$ cat src/rtl/uart_pkg.sv
// rtl/uart_pkg.sv - shared UART byte width and receive FIFO sizing
package uart_pkg;

    localparam int UART_WIDTH    = 8;
    localparam int RX_FIFO_DEPTH = 16;

    typedef enum logic [1:0] {
        CNT_HOLD = 2'b00,
        CNT_INC  = 2'b01,
        CNT_DEC  = 2'b10
    } cnt_op_e;

    // Net occupancy change for one cycle: a write and a read together cancel.
    function automatic cnt_op_e cnt_op(input logic wr, input logic rd);
        if (wr && !rd) begin
            return CNT_INC;
        end else if (rd && !wr) begin
            return CNT_DEC;
        end
        return CNT_HOLD;
    endfunction

endpackage

$ cat src/rtl/rx_fifo_mem.sv
// rtl/rx_fifo_mem.sv - DEPTH x WIDTH byte store, synchronous write, registered read
module rx_fifo_mem
    import uart_pkg::*;
#(
    parameter int WIDTH = UART_WIDTH,
    parameter int DEPTH = RX_FIFO_DEPTH
) (
    input  logic                     clock,
    input  logic                     reset,
    input  logic                     wr_en,
    input  logic [$clog2(DEPTH)-1:0] wr_addr,
    input  logic [WIDTH-1:0]         wr_data,
    input  logic                     rd_en,
    input  logic [$clog2(DEPTH)-1:0] rd_addr,
    output logic [WIDTH-1:0]         rd_data
);

    logic [WIDTH-1:0] mem [DEPTH];

    // Array contents carry no reset; stale bytes are unreachable once pointers clear.
    always_ff @(posedge clock) begin
        if (wr_en) begin
            mem[wr_addr] <= wr_data;
        end
    end

    // Output register reads the pre-write value when both ports hit one address.
    always_ff @(posedge clock) begin
        if (!reset) begin
            rd_data <= '0;
        end else if (rd_en) begin
            rd_data <= mem[rd_addr];
        end
    end

endmodule

$ cat src/rtl/rx_fifo.sv
// rtl/rx_fifo.sv - UART receive FIFO with rx_done edge capture and sticky overrun
module rx_fifo
    import uart_pkg::*;
#(
    parameter int WIDTH = UART_WIDTH,
    parameter int DEPTH = RX_FIFO_DEPTH
) (
    input  logic                   clock,
    input  logic                   reset,
    input  logic                   rx_done,
    input  logic [WIDTH-1:0]       rx_data,
    input  logic                   rd_en,
    input  logic                   clear_overrun,
    output logic [WIDTH-1:0]       rd_data,
    output logic                   rd_valid,
    output logic                   empty,
    output logic                   full,
    output logic [$clog2(DEPTH):0] count,
    output logic                   overrun
);

    localparam int AW = $clog2(DEPTH);
    localparam int CW = AW + 1;

    logic          rx_done_q;
    logic [AW-1:0] wr_ptr;
    logic [AW-1:0] rd_ptr;
    logic          write_event;
    logic          rd_accept;
    logic          wr_accept;
    logic          drop;

    // Occupancy flags follow count directly.
    always_comb begin
        empty = (count == '0);
        full  = (count == CW'(DEPTH));
    end

    // A held strobe writes once; a pop while full makes room for the same-cycle write.
    always_comb begin
        write_event = rx_done && !rx_done_q;
        rd_accept   = rd_en && !empty;
        wr_accept   = write_event && (!full || rd_accept);
        drop        = write_event && full && !rd_accept;
    end

    // Edge history, pointers, occupancy and flags.
    always_ff @(posedge clock) begin
        if (!reset) begin
            rx_done_q <= 1'b0;
            wr_ptr    <= '0;
            rd_ptr    <= '0;
            count     <= '0;
            overrun   <= 1'b0;
            rd_valid  <= 1'b0;
        end else begin
            rx_done_q <= rx_done;
            rd_valid  <= rd_accept;
            if (wr_accept) begin
                wr_ptr <= wr_ptr + 1'b1;
            end
            if (rd_accept) begin
                rd_ptr <= rd_ptr + 1'b1;
            end
            unique case (cnt_op(wr_accept, rd_accept))
                CNT_INC: count <= count + 1'b1;
                CNT_DEC: count <= count - 1'b1;
                default: count <= count;
            endcase
            if (drop) begin
                overrun <= 1'b1;
            end else if (clear_overrun) begin
                overrun <= 1'b0;
            end
        end
    end

    rx_fifo_mem #(
        .WIDTH (WIDTH),
        .DEPTH (DEPTH)
    ) u_mem (
        .clock   (clock),
        .reset   (reset),
        .wr_en   (wr_accept),
        .wr_addr (wr_ptr),
        .wr_data (rx_data),
        .rd_en   (rd_accept),
        .rd_addr (rd_ptr),
        .rd_data (rd_data)
    );

endmodule
$ cat config.mk
export PLATFORM = sky130hd
export DESIGN_NAME = rx_fifo
export DESIGN_NICKNAME = d
export VERILOG_FILES = /design/src/rtl/uart_pkg.sv /design/src/rtl/rx_fifo_mem.sv /design/src/rtl/rx_fifo.sv
export SDC_FILE = /design/constraint.sdc
export NUM_CORES = 1
export LEC_CHECK = 0
export CAP_MARGIN = 20
export CORE_ASPECT_RATIO = 0.9
export CORE_MARGIN = 2
export CORE_UTILIZATION = 50
export CTS_BUF_LIST = sky130_fd_sc_hd__clkbuf_4 sky130_fd_sc_hd__clkbuf_8 sky130_fd_sc_hd__clkbuf_16
export CTS_CLUSTER_DIAMETER = 30
export DETAILED_ROUTE_END_ITERATION = 8
export DONT_BUFFER_PORTS = 1
export GPL_TIMING_DRIVEN = 0
export MAX_ROUTING_LAYER = met4
export PLACE_DENSITY = 0.67
export SLEW_MARGIN = 20
export SYNTH_ARGS = -nofsm -noshare
export SYNTH_HDL_FRONTEND = slang
export SYNTH_HIERARCHICAL = 1
export SYNTH_SLANG_ARGS = --single-unit
$ cat constraint.sdc
create_clock -name clock -period 7.36 [get_ports clock]
set_input_delay 2.208 -clock clock [delete_from_list [all_inputs] [get_ports clock]]
set_output_delay 2.208 -clock clock [all_outputs]
set_load 0.005 [all_outputs]
==> results of run 1 <==
stage by stage:
step,hold slack [ps],cells,utilization
after floorplan,450,423,-
after global placement,467,583,0.533
after detailed placement,476,583,0.534
after CTS,483,615,0.583
after global routing,502,615,0.583
final,477,615,0.583
registers in the layout, summed over array words and instances (netlist names):
signal,cells
overrun,1
u_mem/rd_data,8
rd_ptr,4
rd_valid,1
u_mem/mem,128
rx_done_q,1
wr_ptr,4
count,5
power groups by stage:
stage	Combinational, mW	Sequential (mW)	Clock, mW
2_1_floorplan	0.234	1.03	0
3_3_place_gp	0.304	1.05	0
3_5_place_dp	0.311	1.05	0
4_1_cts	0.312	1.03	0.871
5_1_grt	0.347	1.04	0.905
6_report	0.313	1.03	0.858
critical path: cells and delay by family:
family | cells | cell delay (ps)
compound gates | 1 | 510
buf+inv | 1 | 190
simple gates | 3 | 1280
logic make-up (layout without fill, tap and decap cells):
logic type,after synthesis,in the layout,synth area share
AND/OR/NAND/NOR,113,113,0.0878
AO/OA/AOI/OAI,53,53,0.0637
buffers and inverters,25,57,0.0301
XOR/XNOR,5,5,0.00697
adder cells (fa/ha/maj),6,6,0.0131
flip-flops,152,152,0.688
multiplexers,69,69,0.110
worst max-delay path by stage:
stage / slack, ps / start / endpoint / depth (start not counted)
finish: 3210 / rd_en / u_mem/mem[3][4] / 5
global route: 3040 / rd_en / u_mem/mem[3][5] / 5
CTS: 3220 / rd_en / u_mem/mem[3][7] / 5
detailed placement: 2780 / rd_en / u_mem/mem[3][7] / 5
global placement: 2480 / rd_en / u_mem/mem[0][4] / 5
floorplan: 3060 / rd_en / u_mem/mem[0][0] / 5
layer usage:
layer | global-route usage | up-vias | routed length (µm)
met3 | 0.0602 | 31 | 842
met2 | 0.333 | 106 | 6150
li1 | - | 1658 | -
met1 | 0.267 | 1740 | 5530
met4 | 0.119 | 0 | 474
met5 | - | - | 0
Yosys cell counts, types with 2 or more instances:
cell type / number
buf_12: 2
edfxtp_1: 128
nor2_2: 2
a22oi_1: 24
nand2b_1: 7
nor2_1: 25
a211oi_1: 3
nand2_1: 26
nor3_1: 5
ha_1: 5
nand3_1: 32
o21a_1: 3
nand3b_1: 2
mux2i_1: 69
buf_2: 5
clkbuf_1: 3
o21ai_0: 2
a21oi_1: 12
buf_4: 3
and2_1: 3
dfxtp_1: 24
buf_8: 2
buf_6: 3
xnor2_1: 4
nor2b_1: 5
inv_1: 5
area by class of cell:
cell class	instances	area, µm²	share of cell area
flip-flops and latches	152	4320	0.609
inverters	6	22.5	0.00317
multi-input cells	246	1790	0.252
clock buffers	24	503	0.0708
well taps	160	200	0.0282
clock inverters	8	95.1	0.0134
plain buffers	19	166	0.0234
cell usage in the layout, fill, tap and decap left out, types with 2 or more instances in the layout:
cell,count
edfxtp_1,128
mux2i_1,69
nand3_1,32
nand2_1,26
nor2_1,25
dfxtp_1,24
a22oi_1,24
clkbuf_16,17
a21oi_1,12
nand2b_1,7
buf_2,5
inv_1,5
nor2b_1,5
ha_1,5
xnor2_1,4
clkinv_2,4
clkbuf_8,4
nor3_2,4
clkbuf_1,3
and2_1,3
a211oi_1,3
o21a_1,3
clkbuf_4,3
buf_4,3
buf_6,3
o21ai_0,2
clkinvlp_4,2
bufinv_16,2
nand3b_1,2
buf_12,2
nor2_2,2
buf_8,2
==> metrics, run 1 <==
outcome finished clean; count of port buffers added during placement 0; Synth area leaders edfxtp_1, mux2i_1, dfxtp_1; layout cells sized above 1 0.127; Yosys top cell area share 0.612; Slowest Stage Delay on Critical Path 650 ps; worst hold stages 2; required time worst endpoint 7400 ps; RR Endpoint u_mem/mem[3][4]; die width 122 µm; Rows 38; min-delay src u_mem/rd_data[4]; Synth Cell Area 6280 µm²; #FFs+latches synth 152; RSZ-0062 raised after global routing false; Residual DRC 0; drt first pass iters 4; Detail Route Antenna Nets 0; Setup WS pre-CTS 2780 ps; R2R cell count 4; EDFF count, synth 128; grt total ovfl 0; Seq pwr share 0.468; CP endpoint kind flop; hpwl dp 8520 µm; setup TNS 0 ps; Slowest-stage cell, CP nor2_1; Final Cell Area 7100 µm²; biggest area consumer among synthesized cells edfxtp_1; Max Cap Viol 0; top_reg_cell synth edfxtp_1; crit share post-route 0.564; Power Total 2.20 mW; Post-synth ARST share 0; Via Count 3535; Root Buffer clkbuf_16; Pint 1.64 mW; worst-margin pin slew 838 ps; Reg clk slew, reported paths 60 ps; cell area after placement 6500 µm²; vias in the first global route 3475; die area 13500 µm²; Clk Latency, worst-skew pair 420 ps; sequential area share after synthesis 0.688; initial core utilization 0.516; worst hold-check path type flop to flop; power density cells 310 nW/µm²; WL/cell 21.1 µm; global-route wire length before repair 19800 µm; Sw Ratio 0.254; CP Class primary input to flop; CTS H-tree lvls 4; GP Congestion 0.836; syn avg cell area 14.9 µm²; Peak supply drop 0.221 mV; clock skew 8.67 ps; yosys warns 6; Distinct cells, synth 45; Slew headroom 0.439; clk sinks 152; Final WS setup 3210 ps; Via density 5.75; crit path launch type primary input; final setup vio count 0; Max Fclk 241 MHz; Pleak 2.27 nW; Synth Instances 423; Post-CTS Setup Bufs 0; post-CTS sizing 0; pin count of the biggest net entering global routing 17; crit-path cells buf_2 > nor2b_1 > a21oi_1 > or3b_1 > nor2_1; critical path arrival 4190 ps; Post-layout nets 461; final count of hold timing violations 0; core area 12200 µm²; CTS tree yes; Mapped Nets 442; num ports 30; Final min period 4150 ps; initial antenna violation count 0; number of diodes 0; total wire length 13000 µm; P_sw 0.560 mW; initial DRC count 278; Total GRT Usage 0.218; clock buffer depth 2; Final Max Slew Viols 0; CP Max Fanout 9; Hold Buf Count CTS 0; FILL cells 955; r2r setup slk 4730 ps; Synth-to-Final Area Change 13.0%; clock share of power 0.390; Hold Path End u_mem/rd_data[4]; Die Span Y 110 µm; Gate power share 0.142; r2r startpoint rx_done_q; CTS Buf Count 17
No activity file was read; power rests on OpenSTA's default activity.
==> run 2, diff against run 1 <==
- clock period: 7.36 -> 3.9 ns (I/O delays scaled with it)
==> results of run 2 <==
The final DEF is identical to that of run 1. Status: finished clean.
Among the figures that moved: setup slack after placement 2780 ps -> 360 ps; setup slack after layout 3210 ps -> 790 ps; register-to-register setup slack 4730 ps -> 1270 ps; total power 2.20 mW -> 4.16 mW; worst IR drop on VDD 0.221 mV -> 0.416 mV
==> run 3, diff against run 2 <==
- clock period: 3.9 -> 2.9 ns (I/O delays scaled with it)
==> metrics, run 3 (same netlist as run 1, synthesis figures left out) <==
outcome finished clean; Slew headroom 0.441; Residual DRC 0; layout cells sized above 1 0.134; post-CTS sizing 0; Final Cell Area 7140 µm²; Most flops, register u_mem/mem; CTS Buf Count 17; crit-path cells buf_2 > nor2b_1 > a21oi_1 > nand3b_1 > nor2_1; Post-CTS Setup Bufs 0; Detail Route Antenna Nets 0; pin count of the biggest net entering global routing 17; clk sinks 152; CP endpoint kind flop; initial core utilization 0.516; Largest register FFs 128; worst hold-check path type flop to flop; Pleak 2.27 nW; Reg clk slew, reported paths 60 ps; Root Buffer clkbuf_16; RSZ-0062 raised after global routing false; Seq pwr share 0.459; CTS tree yes; power density cells 800 nW/µm²; initial antenna violation count 0; GP Congestion 0.806; cell area after placement 6500 µm²; CTS H-tree lvls 4; Final min period 2720 ps; Pint 4.24 mW; crit path launch type primary input; Gate power share 0.142; Rows 38; initial DRC count 251; required time worst endpoint 2950 ps; num ports 30; Die Span Y 110 µm; worst-margin pin slew 836 ps; Via Count 3613; crit share post-route 0.938; clock skew 9.73 ps; clock buffer depth 2; P_sw 1.47 mW; grt total ovfl 0; die area 13500 µm²; crit path buf inv count 1; count of port buffers added during placement 0; Clk Latency, worst-skew pair 420 ps; most frequent cells in the layout edfxtp_1, mux2i_1, nand3_1; CP Class primary input to flop; drt first pass iters 4; global-route wire length before repair 19900 µm; Slowest Stage Delay on Critical Path 710 ps; Synth-to-Final Area Change 13.6%; hpwl dp 8570 µm; die width 122 µm; clock share of power 0.399; area of the multi-input gates 1800 µm²; CP Max Fanout 9; Peak supply drop 0.493 mV; Slowest-stage cell, CP nor2_1; Sw Ratio 0.257; FILL cells 942; core area 12200 µm²; final setup vio count 0; Via density 5.87; Max Fclk 368 MHz; setup TNS 0 ps; Post-layout nets 461; Final Max Slew Viols 0; total wire length 13100 µm; critical path arrival 2770 ps; final count of hold timing violations 0; Hold Buf Count CTS 0; vias in the first global route 3518; cell family with most CP delay simple AND/OR/NAND/NOR gates; FF+latch area 4320 µm²; number of diodes 0; WL/cell 21.4 µm; Total GRT Usage 0.220; largest registers u_mem/mem: 128 flops, u_mem/rd_data: 8 flops, count: 5 flops; most common cell after layout, fill and taps aside edfxtp_1; Max Cap Viol 0
-- run 3: changes by cell type in the layout (fill, tap and decap cells not counted), sizes merged --
cell and change:
clkinv +1, bufinv +2, clkinvlp +2, clkbuf -5
-- run 3: worst min-delay path, stage by stage (launching register included) --
cell	delay (ps)
dfxtp_1	320
nand2_1	60
nand3_1	50
-- run 3: area by class of cell --
| type | count | area share |
|---|---|---|
| buffer | 19 | 0.0233 |
| clock buffer | 19 | 0.0617 |
| clock inverter | 13 | 0.0251 |
| inverter | 6 | 0.00316 |
| multi-input combinational | 246 | 0.253 |
| sequential | 152 | 0.606 |
| tap | 160 | 0.0281 |
-- run 3: routing by layer --
layer  vias to the layer above  share of wire  track usage
li1                       1652              -            -
met1                      1822           0.42        0.263
met2                       129           0.50        0.348
met3                        10          0.063       0.0664
met4                         0          0.013       0.0952
met5                         -              0            -
-- run 3: power by group through the flow --
stage               clock network (mW)  logic (mW)  registers, mW
CTS                               2.31       0.797           2.62
detailed placement                   0       0.791           2.66
finish                            2.28       0.809           2.62
global route                      2.41       0.896           2.64
global placement                     0       0.770           2.66
floorplan                            0       0.595           2.63
-- run 3: worst paths after layout --
kind / startpoint / end / slack, ps / depth (start not counted)
worst max-delay path: rd_en / u_mem/mem[5][6] / 180 / 5
worst min-delay path: u_mem/rd_data[5] / u_mem/rd_data[5] / 480 / 2
worst max register to register: count[0] / count[4] / 270 / 8
worst min register to register: u_mem/rd_data[5] / u_mem/rd_data[5] / 480 / 2
-- run 3: per-stage QoR --
stage	util	hold slack, ps	instances	setup slack [ps]	total power [mW]
2_1_floorplan	-	450	423	169	3.22
3_3_place_gp	0.533	470	583	-469	3.43
3_5_place_dp	0.534	474	583	-318	3.46
4_1_cts	0.585	484	615	83.0	5.73
5_1_grt	0.586	513	615	93.9	5.94
6_report	0.586	482	615	180	5.71
